**config.mk**
```make
export PLATFORM = sky130hd
export DESIGN_NAME = cs_resolver
export DESIGN_NICKNAME = d
export VERILOG_FILES = /design/src/rtl/cs_resolver.sv
export SDC_FILE = /design/constraint.sdc
export NUM_CORES = 1
export LEC_CHECK = 0
export ABC_CLOCK_PERIOD_IN_PS = 3000
export BUFFER_PORTS_ARGS = -buffer_cell sky130_fd_sc_hd__buf_4
export CAP_MARGIN = 20
export CORE_MARGIN = 5
export CORE_UTILIZATION = 23
export CTS_CLUSTER_DIAMETER = 50
export CTS_CLUSTER_SIZE = 10
export DETAILED_ROUTE_END_ITERATION = 7
export PLACE_DENSITY_LB_ADDON = 0.1
export REMOVE_ABC_BUFFERS = 1
export SLEW_MARGIN = 20
export SYNTH_ARGS = -nofsm -noshare
export SYNTH_HDL_FRONTEND = slang
export SYNTH_SLANG_ARGS = --single-unit
```
**constraint.sdc**
```tcl
create_clock -name clk -period 3 [get_ports clk]
set_clock_uncertainty 0.05 [all_clocks]
set_input_delay 0.45 -clock clk [delete_from_list [all_inputs] [get_ports clk]]
set_output_delay 0.45 -clock clk [all_outputs]
set_load 0.01 [all_outputs]
```
**src/rtl/cs_resolver.sv**
```systemverilog
// Digit-serial carry-propagate adder resolving a sum/carry vector pair into one binary result.
// Optional macro CS_RESOLVER_EARLY_DONE_EN: finish as soon as the remaining slices are all zero.
module cs_resolver #(
  parameter int unsigned WIDTH = 16,
  parameter int unsigned DIGIT = 4
) (
  input  logic             clk,
  input  logic             rst_n,
  input  logic             in_valid,
  output logic             in_ready,
  input  logic [WIDTH-1:0] sum_vec,
  input  logic [WIDTH-1:0] carry_vec,
  output logic             out_valid,
  input  logic             out_ready,
  output logic [WIDTH:0]   result,
  output logic             busy
);

  localparam int unsigned N  = WIDTH / DIGIT;
  localparam int unsigned CW = (N > 1) ? $clog2(N) : 1;
  localparam int unsigned RW = WIDTH + 1;
  localparam int unsigned SW = DIGIT + 1;

  localparam logic [1:0] IDLE = 2'd0;
  localparam logic [1:0] RUN  = 2'd1;
  localparam logic [1:0] DONE = 2'd2;

  logic [1:0]       state, state_d;
  logic [WIDTH-1:0] s_q, c_q;
  logic [CW-1:0]    cnt;
  logic             carry_q;

  logic [31:0]      base_c;
  logic [DIGIT-1:0] s_sl_c, c_sl_c;
  logic [DIGIT:0]   slice_c;
  logic             last_c, early_c, accept_c, finish_c;

  // Current slice: operands shifted down by the slice base, plus the rippled carry
  assign base_c   = 32'(cnt) * 32'(DIGIT);
  assign s_sl_c   = DIGIT'(s_q >> base_c);
  assign c_sl_c   = DIGIT'(c_q >> base_c);
  assign slice_c  = SW'(s_sl_c) + SW'(c_sl_c) + SW'(carry_q);
  assign last_c   = (cnt == CW'(N - 1));
  assign accept_c = (state == IDLE) && in_valid && in_ready;

`ifdef CS_RESOLVER_EARLY_DONE_EN
  logic [WIDTH-1:0] rem_c;
  // Nothing left to add and no carry pending: the upper result bits are already zero
  assign rem_c   = (s_q | c_q) >> (base_c + 32'(DIGIT));
  assign early_c = !slice_c[DIGIT] && (rem_c == '0);
`else
  assign early_c = 1'b0;
`endif

  assign finish_c = (state == RUN) && (last_c || early_c);

  // State register with registered handshake/status outputs
  always_ff @(posedge clk or negedge rst_n) begin
    if (!rst_n) begin
      state     <= IDLE;
      in_ready  <= 1'b1;
      out_valid <= 1'b0;
      busy      <= 1'b0;
    end else begin
      state     <= state_d;
      in_ready  <= (state_d == IDLE);
      out_valid <= (state_d == DONE);
      busy      <= (state_d != IDLE);
    end
  end

  // Next-state logic
  always_comb begin
    state_d = state;
    case (state)
      IDLE:    if (accept_c) state_d = RUN;
      RUN:     if (finish_c) state_d = DONE;
      DONE:    if (out_ready) state_d = IDLE;
      default: state_d = IDLE;
    endcase
  end

  // Operand capture and per-slice accumulation; result bits are written exactly once per op
  always_ff @(posedge clk or negedge rst_n) begin
    if (!rst_n) begin
      s_q     <= '0;
      c_q     <= '0;
      result  <= '0;
      cnt     <= '0;
      carry_q <= 1'b0;
    end else if (accept_c) begin
      s_q     <= sum_vec;
      c_q     <= carry_vec;
      result  <= '0;
      cnt     <= '0;
      carry_q <= 1'b0;
    end else if (state == RUN) begin
      result  <= result | (RW'(slice_c[DIGIT-1:0]) << base_c);
      carry_q <= slice_c[DIGIT];
      cnt     <= cnt + CW'(1);
      if (last_c) result[WIDTH] <= slice_c[DIGIT];
    end
  end

endmodule

```
# Word-level counts from Yosys, hierarchy flattened
# Index checks and enable logic that the tools add are counted.
# word_totals
register_bits,57
inputBits,36
out_inout_bits,20
elab_cells,38
# op_classes
add_sub_neg,3
eq_ne,4
shifts,3
n_mux,11
bitwise_logic,1
n_reduce_logical,7
# ops
op,count
two-way mux 17 bit,2
right shift 16 x 4 -> 4 bit,2
OR 17 bit,1
left shift 4 x 4 -> 17 bit,1
two-way mux 2 bit,5
"== test 2 bit, second input constant",3
case mux 2 bit (3 select lines),1
adder 4 x 4 -> 5 bit,1
adder 5 x 1 -> 5 bit,1
zero test 2 bit,2
nonzero test 2 bit,2
logical AND 1 bit,3
two-way mux 1 bit,3
"adder 2 x 1 -> 2 bit, second input constant",1
"== test 2 x 1 -> 1 bit, second input constant",1

# Logic depth before layout (Yosys ltp)
# Gate-level depths: netlist of run 1.
# depth
depth_word,8
mapped_depth,7
mapped_depth_nobuf,6

# Worst setup path after synthesis of run 1
# Ideal clock, no wire load.
# synth_timing
kind,register to register
from,register cnt[0]
to,register result[16]
setup_time_ps,134
t_arrival_ps,2379
t_required_ps,2816
path_slack_ps,437
stages_incl_launch_ff,8
n_path_buf,1
period_less_slack_ps,2563
cell_sequence,dfrtp_1 > buf_4 > mux4_2 > fa_1 > fa_1 > a21o_1 > a21oi_1 > a311oi_1
# synth_between
elab_chain_len,8
elab_cells_between_ends,10
cone_classes,add/sub (2); eq/ne (1); shift (3); mux (3); bitwise (1)
# synth_rtl
element,line,rtl
from (decl),30,logic [CW-1:0] cnt;
from (signal assigned),100,cnt <= cnt + CW'(1);
right shift 16 x 4 -> 4 bit (on tied branches),"40, 41",
adder 4 x 4 -> 5 bit,42,assign slice_c = SW'(s_sl_c) + SW'(c_sl_c) + SW'(carry_q);
adder 5 x 1 -> 5 bit,42,
left shift 4 x 4 -> 17 bit,98,result <= result | (RW'(slice_c[DIGIT-1:0]) << base_c);
OR 17 bit,98,
two-way mux 1 bit *,101,if (last_c) result[WIDTH] <= slice_c[DIGIT];
two-way mux 17 bit *,97,end else if (state == RUN) begin
two-way mux 17 bit *,91,end else if (accept_c) begin
to (signal assigned),98,
"to (signal, indexed assignment)",101,
to (decl),15,"output logic [WIDTH:0] result,"
# Mark *: on every way between the ends. The rest lies on a longest branch, timed or not. The select of a mux whose other input is x is not followed.
# A chain may end at the register's enable or synchronous reset.

# Final worst setup path of run 1
# layout_timing
from,register cnt[0]
to,register result[2]
# layout_between
elab_chain_len,7
elab_cells_between_ends,8
cone_classes,add/sub (2); shift (3); mux (2); bitwise (1)
# layout_rtl
element,line
right shift 16 x 4 -> 4 bit (on tied branches),"40, 41"
adder 4 x 4 -> 5 bit,42
adder 5 x 1 -> 5 bit,42
left shift 4 x 4 -> 17 bit *,98
OR 17 bit *,98
two-way mux 17 bit *,97
two-way mux 17 bit *,91
# Marks and branches as above.

==> flow_summary.json, run 1 <==
{
  "status": "finished clean",
  "via_count": 1996,
  "seqPwrFrac_pct": 33.4,
  "synth_simple_gate_area_share_pct": 24.7,
  "fin_crit_sh_pct": 84.5,
  "fin_area_mm2": 0.00334,
  "clk_latency_ns": 0.34,
  "post_cts.repair.setup_buffers": 0,
  "end_kind": "flop",
  "tns_ns": 0,
  "max_freq_ghz": 0.394,
  "critPathMostFrequentCell": "fa_1",
  "maxCapViolations": 0,
  "dp_hpwl_mm": 4.65,
  "synth_xor_area_share_pct": 0.682,
  "rsz0062_at_grt": "no",
  "dieArea_mm2": 0.0134,
  "gp_congestion": 0.691,
  "worst_pin_slew_ns": 0.747,
  "yosysSeqAreaShare_pct": 55.6,
  "port_buffers": 55,
  "hold_class": "in2async",
  "grt_usage_pct": 10.6,
  "fp.dieH_um": 116,
  "setup_ws_ns": 0.465,
  "mostFrequentLayoutCell": "nand2_1",
  "r2r-start": "cnt[0]",
  "r2r_slack_ns": 0.46,
  "switching_share_pct": 38.6,
  "wl_per_cell_um": 14.3,
  "holdBufCountCts": 0,
  "rows": 38,
  "synth.distinct_cells": 30,
  "period_needed_ns": 2.54,
  "r2r_cells": 6,
  "cts_tree": "yes",
  "syn2layout_area_growth_pct": 30.1,
  "synthesis.area_mm2": 0.00257,
  "cp_max_fo": 4,
  "synthMuxAreaShare_pct": 7.01,
  "intPower_mw": 2.48,
  "worstPathCellList": "mux4_2 -> fa_1 -> fa_1 -> xor2_1 -> a21oi_1 -> nor2_1",
  "cts_buffers": 9,
  "overflow": 0,
  "stdcell_count": 461,
  "crit_type": "reg2reg",
  "dpl-instance-area_mm2": 0.00313,
  "via_per_inst": 4.33,
  "worstPathArrival_ns": 2.74,
  "die_x_um": 116,
  "comb_power_share_pct": 46.9,
  "grt_max_degree": 58,
  "synth_compound_gate_area_share_pct": 5.99,
  "routed_wl_mm": 6.58,
  "root_buffer": "clkbuf_8",
  "pwr-share-clk_pct": 19.6,
  "p_switching_mw": 1.56,
  "start_util_pct": 23.6,
  "core_area_mm2": 0.0109,
  "syn_area_per_cell_um2": 10.0,
  "antenna_left": 0,
  "clock_path_buffers": 2,
  "drv_slew": 0,
  "setup_viol_count_final": 0,
  "synth_top_family_by_area": "simple AND/OR/NAND/NOR gates",
  "syn_inst": 257,
  "power.leakage_nw": 1.68,
  "nets": 358,
  "power_density_mw_per_mm2": 1210,
  "ios": 56,
  "cts.repair.resized": 0,
  "drc_errors": 0,
  "diodes": 0,
  "ys.warnings.count": 0,
  "drive_gt1_share_pct": 27.4,
  "finalPower_mw": 4.03,
  "r2r-end": "result[2]",
  "grt_pass1_vias": 2063,
  "ys_ff_latch": 57,
  "slew_headroom_pct": 50.2,
  "place_ws_ns": 0.448,
  "worstPathRequired_ns": 3.21,
  "crit_slowest_cell": "mux4_2",
  "ir_drop_uv": 349,
  "crit_path_max_incr_delay_ns": 0.54,
  "drt-pass1-iter-count": 4,
  "hold_viol": 0,
  "placed_cells": 445,
  "grt_first_pass_wirelength_mm": 10.9,
  "clock-sinks": 57,
  "htree_levels": 3,
  "worst_setup_path_start_kind": "flop",
  "path_clk_slew_ns": 0.07,
  "synth-adder-area-share_pct": 3.51,
  "antenna_found_initial": 0,
  "drt_iter0_markers": 93,
  "final_cell_mix": "nand2_1 (102), buf_4 (60), dfrtp_1 (56)"
}
state kept, by name (all words and copies together) (netlist names):
name and flops:
state 2, busy 1, c_q 16, result 17
out_valid 1, s_q 16, cnt 2, in_ready 1
carry_q 1
cell families (layout without fill, tap and decap cells):
| group | after synthesis | in the layout |
|---|---|---|
| simple gates | 144 | 144 |
| flops | 57 | 57 |
| compound gates | 28 | 28 |
| buf+inv | 12 | 76 |
| mux | 8 | 8 |
| fa+ha+maj | 6 | 6 |
| xor+xnor | 2 | 2 |
area by class of cell:
type	count	area, um2
Fill cell	1165	7540
Sequential cell	57	1430
Multi-Input combinational cell	188	1080
Timing Repair Buffer	60	450
Tap cell	140	175
Clock buffer	13	149
Clock inverter	3	65.1
metal layers:
| layer | vias up | GRT usage [%] | wire (um) |
|---|---|---|---|
| met5 | - | 0 | 0 |
| li1 | 970 | - | - |
| met4 | 0 | 3.94 | 134 |
| met1 | 964 | 15.1 | 3150 |
| met3 | 12 | 2.87 | 314 |
| met2 | 50 | 15.6 | 2990 |
cell usage after synthesis (all sizes together):
cell	number	share of area, %
a21o	1	0.29
a21oi	20	3.9
a311oi	1	0.34
a31o	2	0.68
and2b	1	0.29
and3	3	0.73
and4b	1	0.39
and4bb	3	1.5
buf	10	2.3
clkbuf	2	0.29
dfrtp	56	55
dfstp	1	1.0
fa	2	1.6
ha	4	1.9
mux4	8	7.0
nand2	102	15
nand2b	5	1.2
nand3	3	0.58
nand4bb	1	0.44
nor2	20	2.9
nor3	4	1.2
nor4b	1	0.58
o21ai	4	0.78
xnor2	1	0.34
xor2	1	0.34
per-stage QoR:
stage	util (%)	hold slack (ns)
2_1_floorplan	-	0.104
3_3_place_gp	28.7	0.408
3_5_place_dp	28.7	0.409
4_1_cts	30.7	0.171
5_1_grt	30.7	0.202
6_report	30.7	0.135
power by group through the flow:
stage / registers, mW / clock network (mW) / logic (mW)
2_1_floorplan: 1.37 / 0 / 1.24
3_3_place_gp: 1.37 / 0 / 1.90
3_5_place_dp: 1.37 / 0 / 1.92
4_1_cts: 1.36 / 0.815 / 1.93
5_1_grt: 1.41 / 0.856 / 2.16
6_report: 1.35 / 0.793 / 1.89
critical path, delay by kind of cell (launching register included):
kind / cells / cell delay (ns)
simple gates: 1 / 0.10
fa+ha+maj: 2 / 0.88
compound gates: 1 / 0.12
xor+xnor: 1 / 0.35
flops: 1 / 0.41
mux: 1 / 0.54
worst max path at each step:
stage               startpoint         end  depth (start not counted)
floorplan               cnt[0]  result[16]                          6
global placement        cnt[0]  result[16]                          6
detailed placement      cnt[0]   result[7]                          6
CTS                     cnt[0]   result[7]                          6
global route            cnt[0]   result[3]                          6
finish                  cnt[0]   result[2]                          6
Note: power is estimated with default switching activity, not from simulation.
==> run 2, diff against run 1 <==
--- a/config.mk
+++ b/config.mk
@@ -5,7 +5,7 @@
 export SDC_FILE = /design/constraint.sdc
 export NUM_CORES = 1
 export LEC_CHECK = 0
-export ABC_CLOCK_PERIOD_IN_PS = 3000
+export ABC_CLOCK_PERIOD_IN_PS = 2300
 export BUFFER_PORTS_ARGS = -buffer_cell sky130_fd_sc_hd__buf_4
 export CAP_MARGIN = 20
 export CORE_MARGIN = 5
==> constraint.sdc (replaced) <==
create_clock -name clk -period 2.3 [get_ports clk]
set_clock_uncertainty 0.05 [all_clocks]
set_input_delay 0.345 -clock clk [delete_from_list [all_inputs] [get_ports clk]]
set_output_delay 0.345 -clock clk [all_outputs]
set_load 0.01 [all_outputs]
==> flow_summary.json, run 2 (same netlist as run 1, synthesis figures left out) <==
{
  "nets": 363,
  "antenna_found_initial": 0,
  "fin_worst_hold_slack_ns": 0.0342,
  "drv_slew": 0,
  "power.leakage_nw": 1.72,
  "cp_top_family": "adder cells",
  "drive_gt1_share_pct": 33.4,
  "fp.dieH_um": 116,
  "diodes": 0,
  "cp_max_fo": 4,
  "rsz0062_at_grt": "yes",
  "maxCapViolations": 0,
  "crit_path_max_incr_delay_ns": 0.54,
  "rows": 38,
  "post_cts.repair.setup_buffers": 0,
  "reg_top3": "result: 17 flops, c_q: 16 flops, s_q: 16 flops",
  "core_area_mm2": 0.0109,
  "power_density_mw_per_mm2": 1640,
  "regMostFlops": "result",
  "cp.buffers_inverters": 0,
  "dieArea_mm2": 0.0134,
  "critPathMostFrequentCell": "fa_2",
  "grt_max_degree": 58,
  "crit_slowest_cell": "mux4_2",
  "grt_first_pass_wirelength_mm": 10.9,
  "largest_reg_flops": 17,
  "gp_congestion": 0.676,
  "start_util_pct": 23.6,
  "r2r_slack_ns": -0.02,
  "mostFrequentLayoutCell": "nand2_1",
  "grt_pass1_vias": 2093,
  "intPower_mw": 3.49,
  "hold_class": "in2async",
  "pwr-share-clk_pct": 20.6,
  "wl_per_cell_um": 14.2,
  "root_buffer": "clkbuf_8",
  "violations": "setup timing",
  "antenna_left": 0,
  "status": "complete, but fails checks",
  "drc_errors": 0,
  "switching_share_pct": 38.3,
  "comb_power_share_pct": 48.5,
  "path_depth": 6,
  "seqPwrFrac_pct": 30.9,
  "via_per_inst": 4.25,
  "setup_viol_count_final": 3,
  "routed_wl_mm": 6.60,
  "overflow": 0,
  "hold_viol": 0,
  "period_needed_ns": 2.32,
  "drt_iter0_markers": 76,
  "worst_setup_path_start_kind": "flop",
  "ios": 56,
  "crit_type": "reg2reg",
  "multi_input_area_mm2": 0.00112,
  "cts_buffers": 9,
  "fin_crit_sh_pct": 101,
  "r2r-start": "cnt[0]",
  "postLayoutCoreUtil_pct": 31.7,
  "port_buffers": 55,
  "syn2layout_area_growth_pct": 34.4,
  "r2r_cells": 6,
  "clock_path_buffers": 2,
  "die_x_um": 116,
  "r2r-end": "result[2]",
  "startpoint": "cnt[0]",
  "n_fill_cell": 1167,
  "via_count": 1979,
  "ir_drop_uv": 432,
  "dp_hpwl_mm": 4.66,
  "place_ws_ns": -0.238,
  "clock-sinks": 57,
  "path_clk_slew_ns": 0.07,
  "seq_area_mm2": 0.00143,
  "end_kind": "flop",
  "p_switching_mw": 2.16,
  "worst_pin_slew_ns": 0.762,
  "worstPathRequired_ns": 2.51,
  "worstPathArrival_ns": 2.53,
  "clk_latency_ns": 0.34,
  "max_freq_ghz": 0.431,
  "final_cell_mix": "nand2_1 (102), buf_4 (65), dfrtp_1 (55)",
  "drt-pass1-iter-count": 4,
  "htree_levels": 3,
  "slew_headroom_pct": 49.2,
  "cts_tree": "yes",
  "worstPathCellList": "mux4_2 -> fa_2 -> fa_2 -> xor2_2 -> a21oi_2 -> nor2_1",
  "setup_ws_ns": -0.0224,
  "grt_usage_pct": 10.7
}
## run 2: area by class of cell
cell class / instances / share of cell area, %
Multi-Input combinational cell: 188 / 32.4
Clock buffer: 10 / 3.98
Tap cell: 140 / 5.07
Clock inverter: 6 / 3.04
Sequential cell: 57 / 41.4
Timing Repair Buffer: 65 / 14.1
## run 2: worst max path at each step
stage	endpoint
detailed placement	result[16]
CTS	result[14]
finish	result[2]
global route	result[14]
global placement	result[6]
floorplan	result[16]
## run 2: repair_timing
item	in CTS	in global routing
pin swaps	5	3
endpoints found under the hold margin	0	0
gates resized for setup	10	4
hold buffers	0	0
setup endpoints to repair	10	14
## run 2: per-stage QoR
step | instance area [um2] | setup TNS, ns | total power [mW] | cells
final | 3450 | -0.0619 | 5.65 | 466
after global routing | 3450 | -0.741 | 6.13 | 466
after CTS | 3450 | -0.732 | 5.72 | 466
after detailed placement | 3170 | -1.62 | 4.42 | 451
after global placement | 3170 | -1.06 | 4.38 | 451
after floorplan | 2500 | -3.56 | 3.41 | 245
## run 2: power by group through the flow
| stage | registers (mW) | logic, mW | clock network [mW] |
|---|---|---|---|
| after floorplan | 1.79 | 1.62 | 0 |
| after global placement | 1.76 | 2.62 | 0 |
| after detailed placement | 1.76 | 2.66 | 0 |
| after CTS | 1.75 | 2.77 | 1.20 |
| after global routing | 1.81 | 3.07 | 1.25 |
| final | 1.75 | 2.74 | 1.16 |
## run 2: worst register-to-register path, cell delays in order, from the launching register on
cell	delay [ns]
dfrtp_2	0.41
mux4_2	0.54
fa_2	0.40
fa_2	0.38
xor2_2	0.28
a21oi_2	0.09
nor2_1	0.10
## run 2: per-layer routing
metal | share of wire, % | track usage, %
met5 | 0 | 0
met4 | 1.9 | 5.57
met3 | 4.4 | 2.51
met2 | 44 | 16.0
met1 | 49 | 14.5
==> run 3, diff against run 2 <==
--- a/config.mk
+++ b/config.mk
@@ -6,13 +6,14 @@
 export NUM_CORES = 1
 export LEC_CHECK = 0
 export ABC_CLOCK_PERIOD_IN_PS = 2300
-export BUFFER_PORTS_ARGS = -buffer_cell sky130_fd_sc_hd__buf_4
+export BUFFER_PORTS_ARGS = -buffer_cell sky130_fd_sc_hd__buf_2
 export CAP_MARGIN = 20
 export CORE_MARGIN = 5
 export CORE_UTILIZATION = 23
 export CTS_CLUSTER_DIAMETER = 50
 export CTS_CLUSTER_SIZE = 10
 export DETAILED_ROUTE_END_ITERATION = 7
+export GPL_TIMING_DRIVEN = 0
 export PLACE_DENSITY_LB_ADDON = 0.1
 export REMOVE_ABC_BUFFERS = 1
 export SLEW_MARGIN = 20
==> flow_summary.json, run 3 (same netlist as run 1, synthesis figures left out) <==
{
  "status": "complete, but fails checks",
  "violations": "setup timing",
  "grt_pass1_vias": 2050,
  "via_per_inst": 4.23,
  "r2r_cells": 6,
  "cts_tree": "yes",
  "antenna_left": 0,
  "largest_reg_flops": 17,
  "finalPower_mw": 5.55,
  "root_buffer": "clkbuf_8",
  "worstPathArrival_ns": 2.59,
  "worstPathRequired_ns": 2.44,
  "wl_met2_mm": 2.86,
  "final_cell_mix": "nand2_1 (102), dfrtp_1 (54), buf_2 (54)",
  "clock_path_buffers": 2,
  "fin_worst_hold_slack_ns": 0.00451,
  "drt_iter0_markers": 83,
  "syn2layout_area_growth_pct": 29.0,
  "overflow": 0,
  "routed_wl_mm": 6.48,
  "clock-sinks": 57,
  "ios": 56,
  "reg_top3": "result: 17 flops, c_q: 16 flops, s_q: 16 flops",
  "grt_first_pass_wirelength_mm": 10.6,
  "core_area_mm2": 0.0109,
  "drt-pass1-iter-count": 4,
  "power.leakage_nw": 1.66,
  "via_count": 1945,
  "port_buffers": 55,
  "gp_congestion": 0.646,
  "clk_latency_ns": 0.34,
  "stdcell_count": 460,
  "fin_crit_sh_pct": 107,
  "mostFrequentLayoutCell": "nand2_1",
  "crit_slowest_cell": "mux4_2",
  "period_needed_ns": 2.45,
  "fin_area_mm2": 0.00331,
  "wl_met3_um": 373,
  "maxCapViolations": 0,
  "die_x_um": 116,
  "max_freq_ghz": 0.407,
  "worstPathCellList": "mux4_2 -> fa_2 -> fa_2 -> a21o_1 -> a21oi_2 -> a311oi_1",
  "end_kind": "flop",
  "wl_per_cell_um": 14.1,
  "dpl-instance-area_mm2": 0.00300,
  "drv_slew": 0,
  "antenna_found_initial": 0,
  "slew_headroom_pct": 50.0,
  "diodes": 0,
  "rsz0062_at_grt": "yes",
  "grt_max_degree": 58,
  "fp.dieH_um": 116,
  "top_layer": "met4",
  "htree_levels": 3,
  "crit_type": "reg2reg",
  "setup_viol_count_final": 10,
  "power_density_mw_per_mm2": 1670,
  "start_util_pct": 23.6,
  "cp_max_fo": 3,
  "drive_gt1_share_pct": 31.6,
  "hold_class": "in2async",
  "worst_pin_slew_ns": 0.750,
  "drc_errors": 0,
  "setup_ws_ns": -0.155,
  "nets": 357,
  "placed_cells": 441,
  "hold_viol": 0,
  "grt_usage_pct": 10.5,
  "regMostFlops": "result",
  "crit_path_max_incr_delay_ns": 0.53,
  "ir_drop_uv": 549,
  "cts_buffers": 9,
  "wl_met1_mm": 3.15,
  "critPathMostFrequentCell": "fa_2",
  "path_clk_slew_ns": 0.07,
  "dp_hpwl_mm": 4.34,
  "rows": 38,
  "dieArea_mm2": 0.0134,
  "worst_setup_path_start_kind": "flop"
}
run 3: cell types whose count changed in the layout (fill, tap and decap cells not counted), sizes merged:
cell,delta
buf,-6
clkbuf,+1
clkinv,-2
clkinvlp,+1
run 3: timing repair:
| action | 4_1_cts | 5_1_grt |
|---|---|---|
| setup endpoints to repair | 18 | 14 |
| pin swaps | 2 | 0 |
| hold buffers | 0 | 0 |
| gates resized for setup | 9 | 4 |
| setup buffers | 2 | 1 |
run 3: worst paths after layout:
path | from | endpoint | slack [ns]
setup / recovery | cnt[0] | result[16] | -0.15
hold / removal | rst_n | s_q[2] | 0.005
setup reg to reg | cnt[0] | result[16] | -0.15
hold reg to reg | c_q[14] | c_q[14] | 0.42
max in group asynchronous | rst_n | cnt[0] | 1.61
min in group clk | carry_vec[9] | c_q[9] | 0.14
run 3: final cells by class:
type / instances / area [um2]
Clock buffer: 11 / 141
Fill cell: 1175 / 7570
Tap cell: 140 / 175
Timing Repair Buffer: 59 / 328
Sequential cell: 57 / 1430
Multi-Input combinational cell: 188 / 1130
Clock inverter: 5 / 103
run 3: per-stage QoR:
stage | util, % | setup WS [ns] | TNS [ns]
final | 30.4 | -0.155 | -0.518
after global routing | 30.4 | -0.257 | -1.98
after CTS | 30.2 | -0.163 | -1.20
after detailed placement | 27.6 | -0.917 | -10.06
after global placement | 27.1 | -0.965 | -26.65
after floorplan | - | -0.446 | -3.56
run 3: worst max-delay path, delay by kind of cell, from the launching register on:
family / cells / cell delay, ns
DFF: 1 / 0.45
AOI/OAI and AO/OA: 3 / 0.49
adders and majority gates: 2 / 0.79
muxes: 1 / 0.53
run 3: power by group:
| part | switching (mW) | total [mW] | internal (mW) |
|---|---|---|---|
| registers | 0.306 | 1.77 | 1.47 |
| clock network | 0.419 | 1.17 | 0.748 |
| logic | 1.42 | 2.61 | 1.18 |
| total | 2.15 | 5.55 | 3.40 |
run 3: layer usage:
metal / up-vias / global-route usage, %
met3: 7 / 4.13
met4: 0 / 3.48
met1: 921 / 13.9
met5: - / 0
li1: 969 / -
met2: 48 / 15.9
